===== src/rtl/char_ctl.sv =====
// Per-frame character motion controller: walking, jump and gravity.
// All state advances once per vsync rising edge; outputs are registered.
module char_ctl #(
  parameter int HOR_PIXELS = 800,
  parameter int VER_PIXELS = 600,
  parameter int GROUND_Y   = 550,
  parameter int HGT_RST    = 26,
  parameter int MOVE_STEP  = 4,
  parameter int JUMP_VEL   = 12,
  parameter int GRAVITY    = 1,
  parameter int MAX_FALL   = 12
) (
  input  logic        clk,
  input  logic        rst,
  input  logic        vsync,
  input  logic        btn_left,
  input  logic        btn_right,
  input  logic        btn_jump,
  input  logic [11:0] char_lng,
  input  logic [11:0] char_hgt,
  output logic [11:0] pos_x,
  output logic [11:0] pos_y,
  output logic        flip_h,
  output logic        on_ground
);

  typedef enum logic [1:0] {
    GROUND = 2'd0,
    RISE   = 2'd1,
    FALL   = 2'd2
  } state_t;

  localparam logic signed [12:0] HOR_S   = 13'(HOR_PIXELS);
  localparam logic signed [12:0] GND_S   = 13'(GROUND_Y);
  localparam logic signed [12:0] STEP_S  = 13'(MOVE_STEP);
  localparam logic [11:0]        X_RST   = 12'(HOR_PIXELS / 2);
  localparam logic [11:0]        Y_RST   = 12'(GROUND_Y - HGT_RST);
  localparam logic [4:0]         JUMP_V  = 5'(JUMP_VEL);
  localparam logic [4:0]         GRAV_V  = 5'(GRAVITY);
  localparam logic [4:0]         MAXF_V  = 5'(MAX_FALL);

  state_t             state_r, state_nxt_s;
  logic [4:0]         vel_r, vel_nxt_s, vel_dec_s, fall_v_s;
  logic               armed_r, armed_nxt_s;
  logic               vsync_q_r;
  logic               tick_s;
  logic [11:0]        x_nxt_s, y_nxt_s;
  logic               flip_nxt_s;
  logic signed [12:0] x_cur_s, x_mv_s, lng_s, x_hi_s;
  logic signed [12:0] y_cur_s, hgt_s, gy_s, vel_s, fall_s, y_rise_s, y_fall_s;

  // Next-state computation: horizontal walk with clamp, vertical jump FSM
  always_comb begin
    tick_s      = vsync & ~vsync_q_r;
    state_nxt_s = state_r;
    vel_nxt_s   = vel_r;
    armed_nxt_s = armed_r;
    x_nxt_s     = pos_x;
    y_nxt_s     = pos_y;
    flip_nxt_s  = flip_h;
    x_cur_s     = $signed({1'b0, pos_x});
    y_cur_s     = $signed({1'b0, pos_y});
    lng_s       = $signed({1'b0, char_lng});
    hgt_s       = $signed({1'b0, char_hgt});
    x_hi_s      = HOR_S - lng_s;
    gy_s        = GND_S - hgt_s;
    vel_s       = $signed({8'b0, vel_r});
    vel_dec_s   = vel_r - GRAV_V;
    fall_v_s    = ((vel_r + GRAV_V) > MAXF_V) ? MAXF_V : (vel_r + GRAV_V);
    fall_s      = $signed({8'b0, fall_v_s});
    y_rise_s    = y_cur_s - vel_s;
    y_fall_s    = y_cur_s + fall_s;
    x_mv_s      = x_cur_s;

    if (tick_s) begin
      if (!btn_jump) begin
        armed_nxt_s = 1'b1;
      end else begin
        armed_nxt_s = armed_r;
      end

      if (btn_left && !btn_right) begin
        x_mv_s     = x_cur_s - STEP_S;
        flip_nxt_s = 1'b1;
      end else if (btn_right && !btn_left) begin
        x_mv_s     = x_cur_s + STEP_S;
        flip_nxt_s = 1'b0;
      end else begin
        x_mv_s     = x_cur_s;
        flip_nxt_s = flip_h;
      end

      // Signed compare keeps a step past the left edge from wrapping
      if (x_mv_s < lng_s) begin
        x_nxt_s = lng_s[11:0];
      end else if (x_mv_s > x_hi_s) begin
        x_nxt_s = x_hi_s[11:0];
      end else begin
        x_nxt_s = x_mv_s[11:0];
      end

      case (state_r)
        GROUND: begin
          if (btn_jump && armed_r) begin
            state_nxt_s = RISE;
            vel_nxt_s   = JUMP_V;
            armed_nxt_s = 1'b0;
          end else begin
            state_nxt_s = GROUND;
          end
        end
        RISE: begin
          if (y_rise_s <= hgt_s) begin
            y_nxt_s     = char_hgt;
            vel_nxt_s   = 5'd0;
            state_nxt_s = FALL;
          end else begin
            y_nxt_s   = y_rise_s[11:0];
            vel_nxt_s = vel_dec_s;
            if (vel_dec_s == 5'd0) begin
              state_nxt_s = FALL;
            end else begin
              state_nxt_s = RISE;
            end
          end
        end
        FALL: begin
          if (y_fall_s >= gy_s) begin
            y_nxt_s     = gy_s[11:0];
            vel_nxt_s   = 5'd0;
            state_nxt_s = GROUND;
          end else begin
            y_nxt_s   = y_fall_s[11:0];
            vel_nxt_s = fall_v_s;
          end
        end
        default: begin
          state_nxt_s = GROUND;
          vel_nxt_s   = 5'd0;
        end
      endcase
    end else begin
      state_nxt_s = state_r;
    end
  end

  // State and output registers with synchronous active-low reset
  always_ff @(posedge clk) begin
    if (!rst) begin
      state_r   <= GROUND;
      vel_r     <= 5'd0;
      armed_r   <= 1'b0;
      vsync_q_r <= 1'b0;
      pos_x     <= X_RST;
      pos_y     <= Y_RST;
      flip_h    <= 1'b0;
      on_ground <= 1'b1;
    end else begin
      state_r   <= state_nxt_s;
      vel_r     <= vel_nxt_s;
      armed_r   <= armed_nxt_s;
      vsync_q_r <= vsync;
      pos_x     <= x_nxt_s;
      pos_y     <= y_nxt_s;
      flip_h    <= flip_nxt_s;
      on_ground <= (state_nxt_s == GROUND);
    end
  end

  logic unused_s;
  assign unused_s = ^{VER_PIXELS[0]};

endmodule

===== config.mk =====
export PLATFORM = sky130hd
export DESIGN_NAME = char_ctl
export DESIGN_NICKNAME = d
export VERILOG_FILES = /design/src/rtl/char_ctl.sv
export SDC_FILE = /design/constraint.sdc
export NUM_CORES = 1
export LEC_CHECK = 0
export CORE_MARGIN = 1.5
export CORE_UTILIZATION = 46
export CTS_BUF_LIST = sky130_fd_sc_hd__clkbuf_4 sky130_fd_sc_hd__clkbuf_8 sky130_fd_sc_hd__clkbuf_16
export CTS_CLUSTER_DIAMETER = 40
export DETAILED_ROUTE_END_ITERATION = 10
export GPL_TIMING_DRIVEN = 0
export PLACE_DENSITY = 0.7
export SLEW_MARGIN = 15
export SYNTH_ARGS = -nofsm -noshare
export SYNTH_HDL_FRONTEND = slang
export SYNTH_SLANG_ARGS = --single-unit

===== constraint.sdc =====
create_clock -name clk -period 4.92 [get_ports clk]
set_clock_uncertainty 0.05 [all_clocks]
set_input_delay 0.738 -clock clk [delete_from_list [all_inputs] [get_ports clk]]
set_output_delay 0.738 -clock clk [all_outputs]
set_load 0.01 [all_outputs]

# ---- Yosys cells after proc, flatten, opt, wreduce, memory -nomap -nowiden
# Index checks and enable logic that the tools add are counted.
dict set report op_classes {
  reduce_logical 13
  n_shift 0
  n_lt_le_gt_ge 5
  mux 24
  div 0
  n_eq_ne 3
  n_addsub 8
  n_mul 0
  bitwise 2
}
# op count
set op_table {}
lappend op_table {{12-bit 2-to-1 mux} 4}
lappend op_table {{13-bit 2-to-1 mux} 3}
lappend op_table {{10-bit by 12-bit subtractor with 13-bit output, first input constant} 2}
lappend op_table {{12-bit case mux with 2 select lines} 1}
lappend op_table {{5-bit 2-to-1 mux} 4}
lappend op_table {{5-bit case mux with 3 select lines} 1}
lappend op_table {{12-bit by 3-bit adder with 13-bit output, second input constant} 1}
lappend op_table {{12-bit by 5-bit adder with 13-bit output} 1}
lappend op_table {{13-bit greater-or-equal comparator} 1}
lappend op_table {{13-bit greater-than comparator} 1}
lappend op_table {{13-bit <= comparator} 1}
lappend op_table {{13-bit < comparator} 1}
lappend op_table {{12-bit by 3-bit subtractor with 13-bit output, second input constant} 1}
lappend op_table {{12-bit by 5-bit subtractor with 13-bit output} 1}
lappend op_table {{2-bit 2-to-1 mux} 4}
lappend op_table {{1-bit 2-to-1 mux} 6}
lappend op_table {{2-bit case mux with 3 select lines} 1}
lappend op_table {{2-bit AND reduction} 3}
lappend op_table {{5-bit by 1-bit adder with 5-bit output, second input constant} 1}
lappend op_table {{5-bit by 4-bit greater-than comparator with 1-bit output, second input constant} 1}
lappend op_table {{5-bit logical NOT} 1}
lappend op_table {{5-bit by 1-bit subtractor with 5-bit output, second input constant} 1}
lappend op_table {{2-bit logical NOT} 2}
lappend op_table {{2-bit nonzero test} 2}
lappend op_table {{7 further kinds} 10}
dict set report totals {
  in_bits 30
  reg_bits 35
  latchBits 0
  memories 0
  mem_bits_ro 0
  ramBits 0
}

# ---- Logic depth before layout (Yosys ltp)
dict set report depth {
  word_depth 9
  mapped_depth 21
}

# ---- Worst setup path before layout
# No wires, ideal clock.
dict set report synth_timing {
  kind {register to register}
  start {register vel_r[0]}
  end {register pos_y[8]}
  slack_ns 0.220
  t_required_ns 4.751
  period_less_slack_ns 4.700
  arrival_time_ns 4.531
  stages_incl_launch_ff 20
  n_path_buf 1
  path_cell_list {dfxtp_1 ha_1 xor2_1 nor3_1 a31o_2 o31ai_1 inv_1 fa_1 a21o_1 a211oi_1 nor3_1 and3_1 ha_1 nand4_1 o41ai_1 nand4b_1 clkbuf_1 nand2_1 a31o_2 o221a_2}
}
dict set report synth_between {
  elab_chain_cells 7
}
# item line_no
set synth_lines {}
lappend synth_lines {{from (decl)} 43} ;# logic [4:0] vel_r, vel_nxt_s, vel_dec_s, fall_v_s;
lappend synth_lines {{from (signal assigned)} 160} ;# vel_r <= vel_nxt_s;
lappend synth_lines {{5-bit by 1-bit adder with 5-bit output} 69} ;# fall_v_s = ((vel_r + GRAV_V) > MAXF_V) ? MAXF_V : (vel_r + GRAV_V);
lappend synth_lines {{5-bit by 4-bit greater-than comparator with 1-bit output} 69}
lappend synth_lines {{5-bit 2-to-1 mux} 69}
lappend synth_lines {{12-bit by 5-bit adder with 13-bit output} 72} ;# y_fall_s = y_cur_s + fall_s;
lappend synth_lines {{13-bit greater-or-equal comparator} 128} ;# if (y_fall_s >= gy_s) begin
lappend synth_lines {{12-bit 2-to-1 mux} 128}
lappend synth_lines {{12-bit case mux with 2 select lines *} 102} ;# case (state_r)
lappend synth_lines {{to (signal assigned)} 164} ;# pos_y <= y_nxt_s;
lappend synth_lines {{to (decl)} 22} ;# output logic [11:0] pos_y,
# Mark *: on every way between the ends. The rest lies on a longest branch, timed or not.
# A chain may end at the register's enable or synchronous reset.

# ---- Final worst setup path
dict set report layout_timing {
  start {register vel_r[0]}
  end {register pos_y[4]}
}
# Same word-level chain as after synthesis.

==> flow_metrics.tcl <==
set metrics [dict create \
    outcome "completed" \
    min_period_over_period 0.9763 \
    synth_edf_count 0 \
    synth_ff_type "dfxtp_1" \
    synth_xor_area_frac 0.08701 \
    worstReg2RegStart "vel_r[0]$_SDFFE_PN0P_" \
    ant_nets 0 \
    dp.cells 845 \
    required_ns 5.08 \
    drc 0 \
    antenna_found_initial 0 \
    synth_warnings 0 \
    multi_input_area_um2 3991 \
    cts-root-buf "clkbuf_8" \
    initial_core_util 0.4756 \
    dieArea_um2 11350 \
    postPlaceCellArea_um2 5643 \
    final_cell_area_um2 5928 \
    tightest_slew_ns 0.7333 \
    dr.pass1.iters 5 \
    clk_path_buf_depth 2 \
    vias 5177 \
    viasPerCell 6.055 \
    insertion_delay_ns 0.29 \
    critPathLaunch "vel_r[0]$_SDFFE_PN0P_" \
    power.leakage_nw 2.510 \
    cts.clk_slew.worst_paths_ns 0.08 \
    period_minus_slack_ns 4.804 \
    synth_cell_type_count 73 \
    startpoint_type "register" \
    track_usage 0.2634 \
    area_delta_synth_final_pct 20.19 \
    fill_cells 961 \
    cts.sinks 35 \
    synth_top_family_by_area "compound AO/OA/AOI/OAI gates" \
    cap_violations 0 \
    reg2reg_slack_ns 0.12 \
    finalSetupViolCount 0 \
    netlist_area_um2 4932 \
    syn-instance-count 655 \
    synth_area_leader_cell "ha_1" \
    powerDensity_nw_per_um2 157.2 \
    yosys.area_share.adder 0.1908 \
    async_flop_share 0 \
    diodes 0 \
    drt_iter0_markers 436 \
    path_class "reg2reg" \
    slew_viol_final 0 \
    worstPathMaxFanout 6 \
    post-route-util 0.5717 \
    hold_violations 0 \
    hold_buffers 0 \
    relSlewSlack 0.5112 \
    syn-num-nets 759 \
    vdd_drop_max_uv 79.04 \
    num_rows 37 \
    ys_ff_latch 35 \
    routedWlPerCell_um 17.81 \
    reg2reg_depth 19 \
    cts_tree "yes" \
    grt_pass1_vias 4881 \
    grt_overflow 0 \
    synth.avg_cell_area_um2 7.530 \
    synth_compound_area_frac 0.2623 \
    grt_max_degree 11 \
    port_buffers 54 \
    min_to "flip_h$_SDFFE_PN0P_" \
    dp_hpwl_um 11860 \
    core_area_um2 10370 \
    pin_count 56 \
    worstHoldStart "flip_h$_SDFFE_PN0P_" \
    synth.top_cells.by_area "ha_1 18%, dfxtp_1 14%, xnor2_1 6.0%" \
    muxShareOfSynthArea 0.02385 \
    synth_seq_area_share 0.1421 \
    cts_max_level 2 \
    grt_pass1_wl_um 23960 \
    layout.nets 822 \
    max_clock_freq_mhz 208.2 \
    gp_congestion 0.9415 \
    setup.worst_path.end_class "register" \
    worst_ep_arrival_time_ns 4.96 \
    synth_top_cell_area_share 0.1826 \
    regArea_um2 710.7 \
    hold_depth 2 \
    hold_ws_ns 0.4267 \
    drive_gt1_frac 0.1099 \
    worstReg2RegEnd "pos_y[4]$_SDFFE_PN0P_" \
    fin_cells 855 \
    numCtsBuffers 5 \
    die_h_um 106.6 \
    drt_wl_total_um 15220 \
    worstHoldPathType "reg2reg" \
    yosys.area_share.simple 0.2199 \
    die_w_um 106.6 \
]
## repair_timing
action	4_1_cts	5_1_grt
buffers inserted	1	5
endpoints found under the hold margin	0	0
pin swaps	1	6
endpoints found under the setup margin	19	23
resized for setup	13	27
## worst max path at each step
stage	end	slack (ns)	cells past startpoint
after floorplan	pos_y[8]$_SDFFE_PN0P_	0.22	19
after global placement	pos_y[3]$_SDFFE_PN1P_	-0.58	19
after detailed placement	pos_y[3]$_SDFFE_PN1P_	-0.70	19
after CTS	pos_y[4]$_SDFFE_PN0P_	0.03	19
after global routing	pos_y[4]$_SDFFE_PN0P_	-0.06	20
final	pos_y[4]$_SDFFE_PN0P_	0.12	19
## registers in the layout (all words and copies together) (netlist names)
| signal | count |
|---|---|
| flip_h | 1 |
| pos_x | 12 |
| state_r | 2 |
| armed_r | 1 |
| vsync_q_r | 1 |
| on_ground | 1 |
| pos_y | 12 |
| vel_r | 5 |
## critical path, cell delays in order (launching register included)
cell and delay, ns:
dfxtp_4 0.40, ha_4 0.17, xor2_1 0.15, nor3_1 0.06, a31o_2 0.26, o31ai_4 0.26
inv_2 0.08, fa_2 0.38, a21o_1 0.21, a211oi_4 0.30, nor3_2 0.10, and3_1 0.23
ha_4 0.29, nand4_1 0.18, o41ai_2 0.40, nand4b_1 0.22, clkbuf_8 0.19, and2_1 0.18
mux2_2 0.35, o31ai_2 0.24
## layer usage
| metal | routed length (µm) | vias to the layer above | track usage |
|---|---|---|---|
| met1 | 7088 | 2402 | 0.3543 |
| met3 | 948 | 29 | 0.03433 |
| li1 | - | 2524 | - |
| met2 | 6864 | 222 | 0.4359 |
| met5 | 0 | - | 0 |
| met4 | 323 | 0 | 0.08286 |
## Yosys cell counts, types with 5 or more instances
cell and n:
o21ai_0 25, a211oi_1 12, mux2i_1 5, xnor2_1 34, o211ai_1 5, a21o_1 14, nand2_1 44, nor4_1 9
nand4_1 11, a31o_2 8, a31oi_1 8, ha_1 72, clkbuf_1 25, and2_1 5, nor2b_1 7, a21oi_1 53
nor2_1 55, inv_1 53, nand3_1 18, o221a_2 5, mux2_2 6, and3_1 12, nor3_1 18, xor2_1 15
or3_1 5, o31ai_1 8, o21a_1 6, dfxtp_1 35
## power by group
group          internal [mW]  leakage [nW]  total, mW  switching [mW]
combinational          0.166          2.17      0.379           0.212
sequential             0.293         0.288      0.309          0.0153
clock                  0.134        0.0549      0.244           0.111
## layout by cell type, fill, tap and decap left out, drive strengths merged, types with 26 or more instances in the layout
master / instances
a21oi: 54
clkbuf: 29
clkdlybuf4s50: 54
dfxtp: 35
ha: 72
inv: 53
nand2: 44
nor2: 55
o21ai: 26
xnor2: 34
## kinds of logic (layout without fill, tap and decap cells)
family,after synthesis,count (layout)
AO/OA/AOI/OAI,187,187
XOR/XNOR,49,49
adder cells (fa/ha/maj),74,74
buffers and inverters,87,151
flip-flops,35,35
multiplexers,11,11
other,1,1
AND/OR/NAND/NOR,211,211
## through the flow
| step | setup TNS [ns] | setup slack [ns] | total power [mW] |
|---|---|---|---|
| finish | 0 | 0.1164 | 0.9317 |
| global placement | -6.019 | -0.5787 | 0.6693 |
| detailed placement | -9.015 | -0.7016 | 0.6801 |
| CTS | 0 | 0.03192 | 0.9240 |
| floorplan | 0 | 0.2204 | 0.5560 |
| global route | -0.07009 | -0.06065 | 0.9895 |
## area by class of cell
type,count,area share
Multi-Input combinational cell,533,0.6733
Sequential cell,35,0.1199
Timing Repair Buffer,60,0.09878
Inverter,53,0.03356
Tap cell,136,0.02870
Buffer,30,0.02828
Clock buffer,8,0.01752
Power figures use the tool's default switching activity.
